--- src/rtl/osc_trig_gen_if.sv ---
// Bus between the oscilloscope control logic and the level-trigger generator:
// ADC sample streams and trigger configuration in, comparator/trigger status out.
interface osc_trig_gen_if #(
  parameter int HOLD_W = 16
);
  logic              Sample_Valid;
  logic [7:0]        ADC1_Data;
  logic [7:0]        ADC2_Data;
  logic              Arm;
  logic              Trig_Src;
  logic              Trig_Edge;
  logic              Auto;
  logic [7:0]        Trig_Level;
  logic [3:0]        Trig_Hyst;
  logic [HOLD_W-1:0] Holdoff;
  logic [1:0]        Trig_Out;
  logic              Trig_Pulse;
  logic              Trig_Auto;
  logic              Armed;

  modport master (
    output Sample_Valid, ADC1_Data, ADC2_Data, Arm, Trig_Src, Trig_Edge, Auto,
           Trig_Level, Trig_Hyst, Holdoff,
    input  Trig_Out, Trig_Pulse, Trig_Auto, Armed
  );

  modport slave (
    input  Sample_Valid, ADC1_Data, ADC2_Data, Arm, Trig_Src, Trig_Edge, Auto,
           Trig_Level, Trig_Hyst, Holdoff,
    output Trig_Out, Trig_Pulse, Trig_Auto, Armed
  );
endinterface

--- src/rtl/osc_trig_gen.sv ---
// Level trigger with per-channel hysteresis comparators, holdoff and auto-trigger
// timeout, producing a single-cycle qualified trigger strobe for the capture stage.
module osc_trig_gen #(
  parameter int AUTO_TIMEOUT = 4096,
  parameter int HOLD_W       = 16
) (
  input  logic          clk,
  input  logic          rst_n,
  osc_trig_gen_if.slave bus
);

  typedef enum logic [1:0] {
    IDLE    = 2'd0,
    ARMED   = 2'd1,
    HOLDOFF = 2'd2
  } state_e;

  state_e            state_q, state_d;
  logic [1:0]        cmp_q, cmp_d;
  logic [7:0]        level_q;
  logic [3:0]        hyst_q;
  logic              src_q, edge_q, auto_q;
  logic [HOLD_W-1:0] holdoff_q;
  logic [HOLD_W-1:0] holdCnt_q, holdCnt_d;
  logic [15:0]       toCnt_q, toCnt_d;
  logic              pulse_q, pulse_d;
  logic              autoFlag_q, autoFlag_d;

  logic              loadCfg;
  logic [7:0]        effLevel, lvlHi, lvlLo;
  logic [3:0]        effHyst;
  logic [8:0]        sumHi;
  logic              selOld, selNew, edgeHit, toHit;
  logic [16:0]       toNext;

  // While idle the comparators follow the live settings; once armed they use the snapshot.
  assign loadCfg  = (state_q == IDLE) && bus.Arm;
  assign effLevel = (state_q == IDLE) ? bus.Trig_Level : level_q;
  assign effHyst  = (state_q == IDLE) ? bus.Trig_Hyst  : hyst_q;
  assign sumHi    = {1'b0, effLevel} + {5'b0, effHyst};
  assign lvlHi    = sumHi[8] ? 8'hFF : sumHi[7:0];
  assign lvlLo    = (effLevel >= {4'b0, effHyst}) ? (effLevel - {4'b0, effHyst}) : 8'h00;

  always_comb begin
    cmp_d = cmp_q;
    if (bus.Sample_Valid) begin
      if (!cmp_q[0] && (bus.ADC1_Data >= lvlHi))     cmp_d[0] = 1'b1;
      else if (cmp_q[0] && (bus.ADC1_Data <= lvlLo)) cmp_d[0] = 1'b0;
      if (!cmp_q[1] && (bus.ADC2_Data >= lvlHi))     cmp_d[1] = 1'b1;
      else if (cmp_q[1] && (bus.ADC2_Data <= lvlLo)) cmp_d[1] = 1'b0;
    end
  end

  assign selOld  = src_q ? cmp_q[1] : cmp_q[0];
  assign selNew  = src_q ? cmp_d[1] : cmp_d[0];
  assign edgeHit = bus.Sample_Valid && (edge_q ? (selOld && !selNew) : (!selOld && selNew));
  assign toNext  = {1'b0, toCnt_q} + 17'd1;
  assign toHit   = auto_q && bus.Sample_Valid && (toNext == 17'(AUTO_TIMEOUT));

  always_ff @(posedge clk or negedge rst_n) begin
    if (!rst_n) state_q <= IDLE;
    else        state_q <= state_d;
  end

  always_comb begin
    state_d = state_q;
    if (!bus.Arm) begin
      state_d = IDLE;
    end else begin
      case (state_q)
        IDLE:    state_d = ARMED;
        ARMED:   if (edgeHit || toHit) state_d = HOLDOFF;
        HOLDOFF: if (holdCnt_q == holdoff_q) state_d = ARMED;
        default: state_d = IDLE;
      endcase
    end
  end

  // A real edge takes priority over a timeout landing on the same strobe.
  always_comb begin
    holdCnt_d  = holdCnt_q;
    toCnt_d    = toCnt_q;
    pulse_d    = 1'b0;
    autoFlag_d = 1'b0;
    if (!bus.Arm) begin
      holdCnt_d = '0;
      toCnt_d   = '0;
    end else begin
      case (state_q)
        ARMED: begin
          holdCnt_d = '0;
          if (edgeHit) begin
            pulse_d = 1'b1;
            toCnt_d = '0;
          end else if (toHit) begin
            pulse_d    = 1'b1;
            autoFlag_d = 1'b1;
            toCnt_d    = '0;
          end else if (auto_q && bus.Sample_Valid) begin
            toCnt_d = toNext[15:0];
          end
        end
        HOLDOFF: begin
          if (holdCnt_q == holdoff_q)  holdCnt_d = '0;
          else if (bus.Sample_Valid)   holdCnt_d = holdCnt_q + HOLD_W'(1);
        end
        default: begin
          holdCnt_d = '0;
          toCnt_d   = '0;
        end
      endcase
    end
  end

  always_ff @(posedge clk or negedge rst_n) begin
    if (!rst_n) begin
      cmp_q      <= 2'b00;
      holdCnt_q  <= '0;
      toCnt_q    <= '0;
      pulse_q    <= 1'b0;
      autoFlag_q <= 1'b0;
      level_q    <= '0;
      hyst_q     <= '0;
      src_q      <= 1'b0;
      edge_q     <= 1'b0;
      auto_q     <= 1'b0;
      holdoff_q  <= '0;
    end else begin
      cmp_q      <= cmp_d;
      holdCnt_q  <= holdCnt_d;
      toCnt_q    <= toCnt_d;
      pulse_q    <= pulse_d;
      autoFlag_q <= autoFlag_d;
      if (loadCfg) begin
        level_q   <= bus.Trig_Level;
        hyst_q    <= bus.Trig_Hyst;
        src_q     <= bus.Trig_Src;
        edge_q    <= bus.Trig_Edge;
        auto_q    <= bus.Auto;
        holdoff_q <= bus.Holdoff;
      end
    end
  end

  assign bus.Trig_Out   = cmp_q;
  assign bus.Trig_Pulse = pulse_q;
  assign bus.Trig_Auto  = autoFlag_q;
  assign bus.Armed      = (state_q == ARMED);

endmodule

--- src/flat_wrapper.sv ---
// flat-port wrapper written by rule: the top's interface ports become plain ports
module osc_trig_gen_flat 
#(
  parameter int AUTO_TIMEOUT = 4096,
  parameter int HOLD_W       = 16
)
  (clk, rst_n, bus_Sample_Valid, bus_ADC1_Data, bus_ADC2_Data, bus_Arm, bus_Trig_Src, bus_Trig_Edge, bus_Auto, bus_Trig_Level, bus_Trig_Hyst, bus_Holdoff, bus_Trig_Out, bus_Trig_Pulse, bus_Trig_Auto, bus_Armed);
  osc_trig_gen_if #(.HOLD_W(HOLD_W)) bus_i ();
  input  logic clk;
  input  logic rst_n;
  input wire logic [$bits(bus_i.Sample_Valid)-1:0] bus_Sample_Valid;
  input wire logic [$bits(bus_i.ADC1_Data)-1:0] bus_ADC1_Data;
  input wire logic [$bits(bus_i.ADC2_Data)-1:0] bus_ADC2_Data;
  input wire logic [$bits(bus_i.Arm)-1:0] bus_Arm;
  input wire logic [$bits(bus_i.Trig_Src)-1:0] bus_Trig_Src;
  input wire logic [$bits(bus_i.Trig_Edge)-1:0] bus_Trig_Edge;
  input wire logic [$bits(bus_i.Auto)-1:0] bus_Auto;
  input wire logic [$bits(bus_i.Trig_Level)-1:0] bus_Trig_Level;
  input wire logic [$bits(bus_i.Trig_Hyst)-1:0] bus_Trig_Hyst;
  input wire logic [$bits(bus_i.Holdoff)-1:0] bus_Holdoff;
  output wire logic [$bits(bus_i.Trig_Out)-1:0] bus_Trig_Out;
  output wire logic [$bits(bus_i.Trig_Pulse)-1:0] bus_Trig_Pulse;
  output wire logic [$bits(bus_i.Trig_Auto)-1:0] bus_Trig_Auto;
  output wire logic [$bits(bus_i.Armed)-1:0] bus_Armed;
  assign bus_i.Sample_Valid = bus_Sample_Valid;
  assign bus_i.ADC1_Data = bus_ADC1_Data;
  assign bus_i.ADC2_Data = bus_ADC2_Data;
  assign bus_i.Arm = bus_Arm;
  assign bus_i.Trig_Src = bus_Trig_Src;
  assign bus_i.Trig_Edge = bus_Trig_Edge;
  assign bus_i.Auto = bus_Auto;
  assign bus_i.Trig_Level = bus_Trig_Level;
  assign bus_i.Trig_Hyst = bus_Trig_Hyst;
  assign bus_i.Holdoff = bus_Holdoff;
  assign bus_Trig_Out = bus_i.Trig_Out;
  assign bus_Trig_Pulse = bus_i.Trig_Pulse;
  assign bus_Trig_Auto = bus_i.Trig_Auto;
  assign bus_Armed = bus_i.Armed;
  osc_trig_gen #(.AUTO_TIMEOUT(AUTO_TIMEOUT), .HOLD_W(HOLD_W)) u_core (.clk(clk), .rst_n(rst_n), .bus(bus_i));
endmodule
--- config.mk ---
export PLATFORM = sky130hd
export DESIGN_NAME = osc_trig_gen_flat
export DESIGN_NICKNAME = d
export VERILOG_FILES = /design/src/rtl/osc_trig_gen_if.sv /design/src/rtl/osc_trig_gen.sv /design/src/flat_wrapper.sv
export SDC_FILE = /design/constraint.sdc
export NUM_CORES = 1
export LEC_CHECK = 0
export ABC_AREA = 0
export ABC_CLOCK_PERIOD_IN_PS = 11810
export CORE_ASPECT_RATIO = 0.75
export CORE_MARGIN = 1
export CORE_UTILIZATION = 40
export CTS_CLUSTER_DIAMETER = 30
export CTS_CLUSTER_SIZE = 25
export DETAILED_ROUTE_END_ITERATION = 6
export PLACE_DENSITY = 0.62
export RECOVER_POWER = 50
export SLEW_MARGIN = 10
export SYNTH_ARGS = -nofsm -noshare
export SYNTH_HDL_FRONTEND = slang
export SYNTH_SLANG_ARGS = --single-unit
--- constraint.sdc ---
create_clock -name clk -period 11.81 [get_ports clk]
set_clock_uncertainty 0.05 [all_clocks]
set_input_delay 2.362 -clock clk [delete_from_list [all_inputs] [get_ports clk]]
set_output_delay 2.362 -clock clk [all_outputs]
set_load 0.02 [all_outputs]
# [Yosys cells after proc, flatten, opt, wreduce, memory -nomap -nowiden]
# Index checks and enable logic that the tools add are counted.
# W data, S select, Z words.
[word_totals] regBits=69 inputBits=51
[classes] n_addsub=4 magnitude_cmp=5 eq_ne=9 muxes=32 reduce_logical=18
[ops] operator="$mux W16" count=8
[ops] operator="$pmux W16 S2" count=1
[ops] operator="$mux W8" count=3
[ops] operator="$add A16 B1 Y17 const B" count=1
[ops] operator="$eq A17 B13 Y1 const B" count=1
[ops] operator="$add A16 B1 Y16 const B" count=1
[ops] operator="$eq A16 B16 Y1" count=1
[ops] operator="$ge A8 B8 Y1" count=2
[ops] operator="$le A8 B8 Y1" count=2
[ops] operator="$mux W1" count=14
[ops] operator="$logic_and A1 B1 Y1" count=10
[ops] operator="$add A8 B4 Y9" count=1
[ops] operator="$ge A8 B4 Y1" count=1
[ops] operator="$mux W2" count=4
[ops] operator="$sub A8 B4 Y8" count=1
[ops] operator="$ne A3 B2 Y1 const B" count=2
[ops] operator="$pmux W2 S3" count=1
[ops] operator="$ne A5 B2 Y1 const B" count=1
[ops] operator="$logic_not A1 Y1" count=4
[ops] operator="$mux W4" count=1
[ops] operator="$ne A4 B3 Y1 const B" count=1
[ops] operator="$reduce_and A2 Y1" count=2
[ops] operator="$eq A2 B1 Y1 const B" count=1
[ops] operator="$eq A2 B2 Y1 const B" count=1
[ops] operator="other kinds (3)" count=3

# [Longest topological paths before layout]
[logic_depth] word_depth=18 ltp_mapped=23

# [Worst setup path before layout]
# OpenSTA, ideal clock, no wires.
[synth_timing] path_type="in2reg" start="input bus_Trig_Level[0]" end="register u_core.toCnt_q[3]" setup_ps=124 t_arrival_ps=5951 required_time_ps=11636 setup_slack_ps=5685 stages=21 n_path_buf=2 cell_sequence="mux2_2 inv_1 ha_1 inv_1 fa_1 a21oi_1 nor2_1 nor2_1 and3_1 nand4_1 nand2_1 ha_1 a211oi_1 nor2_1 nor4b_1 o211ai_1 a22oi_1 clkbuf_8 buf_6 nor3_1 a211o_1"
[synth_via] elab_chain_len=16 word_cells_on_any_way=30
[synth_lines] element="from (decl)" line="flat_wrapper.sv:18" source="input wire logic [$bits(bus_i.Trig_Level)-1:0] bus_Trig_Level;"
[synth_lines] element="$mux W8 *" line="osc_trig_gen.sv:38" source="assign effLevel = (state_q == IDLE) ? bus.Trig_Level : level_q;"
[synth_lines] element="$sub A8 B4 Y8 or $ge A8 B4 Y1 (tied branches)" line="osc_trig_gen.sv:42" source="assign lvlLo = (effLevel >= {4'b0, effHyst}) ? (effLevel - {4'b0, effHyst}) : 8'h00;"
[synth_lines] element="$mux W8" line="osc_trig_gen.sv:42"
[synth_lines] element="$le A8 B8 Y1 (on tied branches)" line="osc_trig_gen.sv:48, osc_trig_gen.sv:50"
[synth_lines] element="$logic_and A1 B1 Y1 (on tied branches)" line="osc_trig_gen.sv:48, osc_trig_gen.sv:50"
[synth_lines] element="$mux W1 (on tied branches)" line="osc_trig_gen.sv:48, osc_trig_gen.sv:50"
[synth_lines] element="$mux W1 (on tied branches)" line="osc_trig_gen.sv:47, osc_trig_gen.sv:49"
[synth_lines] element="$mux W2 *" line="osc_trig_gen.sv:46" source="if (bus.Sample_Valid) begin"
[synth_lines] element="$mux W1 *" line="osc_trig_gen.sv:55" source="assign selNew = src_q ? cmp_d[1] : cmp_d[0];"
[synth_lines] element="$logic_not A1 Y1" line="osc_trig_gen.sv:56" source="assign edgeHit = bus.Sample_Valid && (edge_q ? (selOld && !selNew) : (!selOld && selNew));"
[synth_lines] element="$logic_and A1 B1 Y1" line="osc_trig_gen.sv:56"
[synth_lines] element="$mux W1 *" line="osc_trig_gen.sv:56"
[synth_lines] element="$logic_and A1 B1 Y1 *" line="osc_trig_gen.sv:56"
[synth_lines] element="$mux W16" line="osc_trig_gen.sv:92" source="if (edgeHit) begin"
[synth_lines] element="$pmux W16 S2" line="osc_trig_gen.sv:89" source="case (state_q)"
[synth_lines] element="$mux W16" line="osc_trig_gen.sv:85" source="if (!bus.Arm) begin"
[synth_lines] element="to (signal assigned)" line="osc_trig_gen.sv:131" source="toCnt_q <= toCnt_d;"
[synth_lines] element="to (decl)" line="osc_trig_gen.sv:25" source="logic [15:0] toCnt_q, toCnt_d;"
# Mark *: on every way between the ends. The rest lies on a longest branch, timed or not.
# A chain may end at the register's enable or synchronous reset.

# [Worst setup path after layout]
[layout_timing] start="input bus_Trig_Level[0]" end="register u_core.toCnt_q[4]"
# Same word-level chain as after synthesis.

==> reports/results.ini <==
[timing]
drv_slew=70
rsz0062_at_grt=no
fin_crit_ps=6930
hold_viol=0
relSlewSlack_pct=-151
fmax_mhz=144
tns_ps=0
tightest_slew_ps=3760
setup_viol=0
period_share_pct=58.6

[grt]
grt_max_degree=70
grt_pass1_vias=4114
gr-total-overflow=0
grt_usage_pct=19.8
grt_pass1_wl_mm=20.4
grt_antenna_before_repair=0

[floorplanning]
die_x_um=131
dieArea_um2=13000
die_height_um=99.0
core-area_um2=12300
start_util_pct=41.0
rows=35
io_pins=56

[critical_path]
critPathKind=in2reg
endpoint_kind=flop
required_ps=11970
crit_arrival_ps=7090
crit_path_start_kind=input pin
crit_fanout=20

[worst_hold_path]
worstHoldPathType=reg2reg

[detailed_routing]
met2_length_mm=5.21
viasPerCell=5.58
met3WireLength_um=686
drc=0
wire_per_inst_um=16.4
via_count=4054
drt-total-wl_mm=11.9
drt-initial-drc-count=261
drt_pass1_iterations=5
top_layer_used=met4
wl_met1_mm=5.93
ant_nets=0

[clock_tree]
path_clk_slew_ps=60
cts_resized=0
ctsHoldBuffers=0
cts_buffers=9
clock-root-buffer=clkbuf_16
cts_tree=yes
cts_max_path_buffers=2
cts_sinks=69
postCtsSetupBuffers=0
clock_latency_ps=330
cts_max_level=3

[synthesis]
synth_fa_ha_area_share_pct=11.5
ys_types=69
synth_top_family_by_area=simple AND/OR/NAND/NOR gates
synth.area.mux_share_pct=10.8
synthFlopType=dfrtp_1
synthesis.area_um2=5020
syn-num-nets=602
synth-simple-area-share_pct=19.2
netlist_instances=506
yosys-top-cells-area=dfrtp_1 (34%), ha_1 (11%), mux2_2 (9.0%), xor2_1 (5.4%), nor2_1 (3.1%)
ys_ff_latch=69
synth_edf_count=0
synth-compound-area-share_pct=12.7
synth_xor_area_share_pct=6.80
async_flop_share_pct=100
synth.top_cell.area_share_pct=34.4
yosysWarnings=0
seq_area_frac_synth_pct=34.4
avgSynthCellArea_um2=9.93
yosysTopAreaCell=dfrtp_1

[layout]
utilization_pct=48.4
area_growth_pct=18.2
nets=651
diodes=0
drive_gt1_share_pct=13.6

[outcome]
outcome=complete, but fails checks
violations=max-capacitance violations, max-slew violations

[pwr]
peakVddDrop_uv=126
p_leak_nw=2.54
power.density_nw_per_um2=274

[placed_design]
routabilityCongestion=0.901
numPortBuffers=55
dpl.hpwl_mm=9.06

[job]
drv_cap=1

synth_stat cells (9+ instances only):
cell	n
nand4_1	19
xor2_1	31
inv_1	16
nor3_1	13
mux2i_1	9
nor4_1	11
o21ai_0	12
and3_1	9
nor2_1	42
nand3_1	12
a21oi_1	15
nand2_1	32
mux2_2	40
dfrtp_1	69
ha_1	43
stage by stage:
step                power [mW]  setup slack, ps  hold WS (ps)  area [um^2]  instances
floorplan                 1.07             5690           427         5020        506
global placement          1.30             4780           437         5630        710
detailed placement        1.35             4530           443         5630        710
CTS                       1.63             4880           457         5940        726
global route              1.78             4430           473         5930        726
finish                    1.63             4880           456         5930        726
flip-flops by register name (all words and copies together), names as in the netlist:
register and cells:
u_core.state_q 2, u_core.bus.Trig_Pulse 1, u_core.level_q 8, u_core.edge_q 1, u_core.bus.Trig_Out 2, u_core.src_q 1
u_core.holdoff_q 16, u_core.holdCnt_q 16, u_core.toCnt_q 16, u_core.bus.Trig_Auto 1, u_core.auto_q 1, u_core.hyst_q 4
power breakdown:
group	switching (mW)	internal, mW
Combinational	0.561	0.439
Clock	0.110	0.166
Sequential	0.0501	0.301
Total	0.721	0.906
placed cells by master, fill, tap and decap left out, types with 13 or more instances in the layout:
cell              n
xor2_1           31
clkdlybuf4s50_1  52
a21oi_1          15
dfrtp_1          69
ha_1             43
nor2_1           42
nand4_1          19
nand2_1          32
nor3_1           13
inv_1            16
mux2_2           40
cell type report:
| type | count | area (um^2) |
|---|---|---|
| Fill cell | 1154 | 6330 |
| Multi-Input combinational cell | 400 | 3060 |
| Sequential cell | 69 | 1730 |
| Timing Repair Buffer | 59 | 572 |
| Clock buffer | 9 | 225 |
| Tap cell | 166 | 208 |
| Clock inverter | 7 | 81.3 |
| Inverter | 16 | 60.1 |
routing by layer:
metal,GRT usage (%),vias to the layer above
li1,-,1971
met2,30.6,112
met5,0,-
met1,28.4,1962
met3,3.76,9
met4,4.56,0
cells by family (layout without fill, tap and decap cells):
group | after synthesis | after routing
multiplexers | 49 | 49
adder cells (fa/ha/maj) | 45 | 45
AND/OR/NAND/NOR | 179 | 179
XOR/XNOR | 39 | 39
AO/OA/AOI/OAI | 88 | 88
buffers and inverters | 37 | 91
flip-flops | 69 | 69
worst max-delay path, stage by stage:
cell	delay, ps
clkdlybuf4s50_1	410
mux2_2	280
inv_1	60
ha_1	160
inv_1	60
fa_1	400
a21oi_1	160
nor2_1	60
nor2_1	140
and3_1	210
nand4_1	220
nand2_1	230
ha_1	270
a211oi_1	260
nor2_1	110
nor4b_1	390
o211ai_1	180
a22oi_1	190
buf_4	290
o21ai_1	220
a221o_1	410
path summary, 6_finish.rpt:
path,depth (start not counted),end,slack [ps],from
hold / removal,1,u_core.level_q[0]$_DFFE_PN0P_,460,u_core.level_q[0]$_DFFE_PN0P_
min in group asynchronous,2,u_core.edge_q$_DFFE_PN0P_,3360,rst_n
hold reg to reg,1,u_core.level_q[0]$_DFFE_PN0P_,460,u_core.level_q[0]$_DFFE_PN0P_
setup / recovery,21,u_core.toCnt_q[4]$_DFFE_PN0P_,4880,bus_Trig_Level[0]
setup reg to reg,22,u_core.toCnt_q[4]$_DFFE_PN0P_,6470,u_core.state_q[1]$_DFFE_PN0P_
max in group asynchronous,2,u_core.holdCnt_q[10]$_DFFE_PN0P_,6220,rst_n
No activity file was read; power rests on OpenSTA's default activity.
